===== config.mk =====
export PLATFORM = sky130hd
export DESIGN_NAME = alu_result_buffer
export DESIGN_NICKNAME = d
export VERILOG_FILES = /design/src/rtl/alu_result_buffer.sv
export SDC_FILE = /design/constraint.sdc
export NUM_CORES = 1
export LEC_CHECK = 0
export ABC_AREA = 1
export BUFFER_PORTS_ARGS = -buffer_cell sky130_fd_sc_hd__buf_2
export CORE_MARGIN = 5
export CORE_UTILIZATION = 57
export DETAILED_ROUTE_END_ITERATION = 12
export PLACE_DENSITY = 0.79
export SYNTH_ARGS = -nofsm -noshare
export SYNTH_HDL_FRONTEND = slang
export SYNTH_SLANG_ARGS = --single-unit

===== constraint.sdc =====
create_clock -name clk -period 4 [get_ports clk]
set_input_delay 0.6 -clock clk [delete_from_list [all_inputs] [get_ports clk]]
set_output_delay 0.6 -clock clk [all_outputs]
set_load 0.02 [all_outputs]

===== src/rtl/alu_result_buffer.sv =====
// Result FIFO that sits after the 32-bit ALU. It keeps each result with its flags and command,
// and also tracks a sticky signed-overflow flag and a saturating count of accepted results.
module alu_result_buffer #(
  parameter int unsigned DEPTH = 4,
  parameter int unsigned CNT_W = 16
) (
  input  logic                       clk,
  input  logic                       reset,
  input  logic                       in_valid,
  output logic                       in_ready,
  input  logic [2:0]                 in_command,
  input  logic [31:0]                in_result,
  input  logic                       in_carryout,
  input  logic                       in_zero,
  input  logic                       in_overflow,
  output logic                       out_valid,
  input  logic                       out_ready,
  output logic [2:0]                 out_command,
  output logic [31:0]                out_result,
  output logic                       out_carryout,
  output logic                       out_zero,
  output logic                       out_overflow,
  output logic [$clog2(DEPTH):0]     occupancy,
  output logic                       sticky_overflow,
  output logic [CNT_W-1:0]           op_count,
  input  logic                       stat_clear
);

  localparam int unsigned PtrW = $clog2(DEPTH);
  localparam int unsigned OccW = PtrW + 1;

  // ALU command encodings
  localparam logic [2:0] CommandAdd = 3'd0;
  localparam logic [2:0] CommandSub = 3'd1;

  typedef struct packed {
    logic [2:0]  command;
    logic [31:0] result;
    logic        carryout;
    logic        zero;
    logic        overflow;
  } entry_t;

  entry_t              mem_q [DEPTH];
  logic [PtrW-1:0]     wr_ptr_q, wr_ptr_d;
  logic [PtrW-1:0]     rd_ptr_q, rd_ptr_d;
  logic [OccW-1:0]     occ_q, occ_d;
  logic                sticky_q, sticky_d;
  logic [CNT_W-1:0]    cnt_q, cnt_d;
  logic                push, pop;
  logic                arith_ovf;
  entry_t              head;

  assign in_ready  = (occ_q != OccW'(DEPTH));
  assign out_valid = (occ_q != '0);
  assign push      = in_valid && in_ready;
  assign pop       = out_valid && out_ready;
  assign arith_ovf = in_overflow && ((in_command == CommandAdd) || (in_command == CommandSub));

  always_comb begin
    wr_ptr_d = wr_ptr_q;
    rd_ptr_d = rd_ptr_q;
    occ_d    = occ_q;
    sticky_d = sticky_q;
    cnt_d    = cnt_q;
    if (push) wr_ptr_d = wr_ptr_q + PtrW'(1);
    if (pop)  rd_ptr_d = rd_ptr_q + PtrW'(1);
    unique case ({push, pop})
      2'b10:   occ_d = occ_q + OccW'(1);
      2'b01:   occ_d = occ_q - OccW'(1);
      default: occ_d = occ_q;
    endcase
    // A qualifying push in the clear cycle leaves the flag set.
    if (push && arith_ovf) begin
      sticky_d = 1'b1;
    end else if (stat_clear) begin
      sticky_d = 1'b0;
    end
    if (stat_clear) begin
      cnt_d = push ? CNT_W'(1) : '0;
    end else if (push && (cnt_q != '1)) begin
      cnt_d = cnt_q + CNT_W'(1);
    end
  end

  always_ff @(posedge clk) begin
    if (reset) begin
      wr_ptr_q <= '0;
      rd_ptr_q <= '0;
      occ_q    <= '0;
      sticky_q <= 1'b0;
      cnt_q    <= '0;
    end else begin
      wr_ptr_q <= wr_ptr_d;
      rd_ptr_q <= rd_ptr_d;
      occ_q    <= occ_d;
      sticky_q <= sticky_d;
      cnt_q    <= cnt_d;
    end
  end

  // Storage needs no reset: outputs are masked whenever the buffer is empty.
  always_ff @(posedge clk) begin
    if (!reset && push) begin
      mem_q[wr_ptr_q] <= '{command:  in_command,
                           result:   in_result,
                           carryout: in_carryout,
                           zero:     in_zero,
                           overflow: in_overflow};
    end
  end

  always_comb begin
    head = '0;
    if (out_valid) head = mem_q[rd_ptr_q];
  end

  assign out_command     = head.command;
  assign out_result      = head.result;
  assign out_carryout    = head.carryout;
  assign out_zero        = head.zero;
  assign out_overflow    = head.overflow;
  assign occupancy       = occ_q;
  assign sticky_overflow = sticky_q;
  assign op_count        = cnt_q;

endmodule

==> flow_summary.ini <==
[floorplanning]
die_y_um = 123
io_pins = 103
die_area_um2 = 15200
initial_utilization = 0.580
rows = 41
core-area_um2 = 12600
die_w_um = 123

[synth]
ys_seq_area_frac = 0.695
async_flop_share = 0
synth_cell_types = 25
syn_inst = 670
yosysWarnings = 0
synth-seq-cells = 178
yosys.area.top_type = edfxtp_1
synth_top_area_share = 0.624
ys.flop_type = edfxtp_1
syn_area_um2 = 7320
synth_most_common_cell = nor2_1
synth_nets = 720
synth.area.top_cells = edfxtp_1, nor2_1, dfxtp_1
synth_edf_count = 152
synth.top_cells.by_count = nor2_1, edfxtp_1, o21ai_0
syn_area_per_cell_um2 = 10.9

[global_routing]
antenna_found_initial = 1
grt_pass1_vias = 5123
grt_max_degree = 77
track_usage = 0.219
grt_pass1_wl_um = 25400
grt-ovfl-total = 0

[cells_and_area]
num-fill-cells = 940
fin_nets = 815
syn_to_final_growth_pct = 17.2
drive_gt1_frac = 0.198
diodes = 0
stdcell_count = 950

[sta]
min_period_ns = 3.46
tns_ns = 0
rsz0062_at_grt = false
tightest_slew_ns = 1.20
fmax_mhz = 289
slew_viol_final = 0
fin_skew_ns = 0.00794
hold_violations = 0
finalSetupViolations = 0
setup_ws_ns = 0.536
max_slew_margin = 0.200
fin_crit_sh = 0.866

[worst_setup_path]
end_kind = primary output
cp_max_fo = 39
worst_setup_path_start_kind = register
worstReg2RegStart = occupancy[1]
crit_type = reg2out
cp.required_ns = 3.40
cp.arrival_ns = 2.86

[cts]
cts_tree = done
cts-root-buf = clkbuf_16
cts_hold_buf = 0
cts_buffer_depth = 2
worst_skew_pair.late_latency_ns = 0.42
clk_pin_slew_worst_paths_ns = 0.07
htree_levels = 4
clock-sinks = 178
cts_inserted_buffers = 17
cts-resized-gates = 0
cts_setup_buffers = 0

[placement]
hpwl_um = 9600
io_buffer_count = 102
place_ws_ns = 1.06
finalWeightedCongestion = 0.839
dp_cells = 918

[power_and_ir_drop]
total_power_mw = 5.30
p_leak_nw = 3.20
vdd.ir_drop.worst_mv = 0.571
power_density_nw_per_um2 = 619

[detailed_routing]
post_drt_wl_per_cell_um = 16.9
drt_iter0_markers = 555
first_pass_iters = 5
viasPerCell = 5.49
drcViolationCount = 0
routed_wl_um = 16100
num_vias = 5211
antenna_left = 0

[hold_path]
hold_path.class = in2reg
hp-start = in_result[9]

[run_status]
status = complete, no violations

[job]
cap_violations = 0
## through the flow
step | instance area [um2] | utilization | hold WS, ns
4_1_cts | 8580 | 0.680 | 0.379
5_1_grt | 8580 | 0.680 | 0.377
3_5_place_dp | 7990 | 0.633 | 0.466
2_1_floorplan | 7320 | - | 0.436
3_3_place_gp | 7990 | 0.633 | 0.445
6_report | 8580 | 0.680 | 0.391
## critical path: stages (launching register included)
cell and delay [ns]:
dfxtp_2 0.87, inv_1 0.46, buf_4 0.37, nor2_1 0.13
o21ai_0 0.11, a21oi_1 0.26, buf_2 0.21
## logic make-up after synthesis
group,Yosys count,synth area share
buffers and inverters,64,0.0340
and+or+nand+nor,270,0.150
AOI/OAI and AO/OA,146,0.102
DFF,178,0.695
xor gates and xnor gates,5,0.00599
adders and majority gates,7,0.0130
## report_power, final
group          leakage (nW)  switching [mW]  internal [mW]
logic                  1.33            1.06          0.404
registers              1.59          0.0609           2.13
clock network         0.276           0.653          0.995
## routing by layer
layer / global-route usage / vias to the layer above / wire (um)
met1: 0.280 / 2504 / 6650
met5: 0 / - / 7
met3: 0.0467 / 20 / 1030
met2: 0.375 / 191 / 8150
li1: - / 2494 / -
met4: 0.0685 / 2 / 221
## final cells by class
class | instances | area [um2] | area share
inverter | 33 | 124 | 0.0144
timing repair buffer | 107 | 548 | 0.0639
tap | 172 | 215 | 0.0251
sequential | 178 | 5090 | 0.593
clock buffer | 22 | 454 | 0.0530
clock inverter | 10 | 135 | 0.0158
multi-input combinational | 428 | 2010 | 0.235
## cells in the final DEF (no fill, tap or decap), types with 3 or more instances in the layout
master and count:
a21oi_1 60, bufinv_16 3, o21ai_0 84, clkinvlp_4 4, dfxtp_1 24, nand2_2 4, buf_2 102, xor2_1 5
nor2_4 6, ha_1 6, nand3_1 23, buf_4 5, inv_1 31, nand2_1 48, nor2_1 180, edfxtp_1 152
clkinv_2 3, clkbuf_16 17, clkbuf_1 4
## state kept, by name (all words and copies together) (netlist names), named ones only
name             cells
mem_q              152
sticky_overflow      1
rd_ptr_q             2
op_count            16
wr_ptr_q             2
occupancy            3
## worst paths after layout
| path | to | slack [ns] | cells past startpoint |
|---|---|---|---|
| max | out_result[17] | 0.54 | 6 |
| min | mem_q[3][12] | 0.39 | 1 |
| max reg2reg | mem_q[2][20] | 1.51 | 6 |
| min reg2reg | sticky_overflow | 0.48 | 2 |
(Power assumes the default switching activity.)
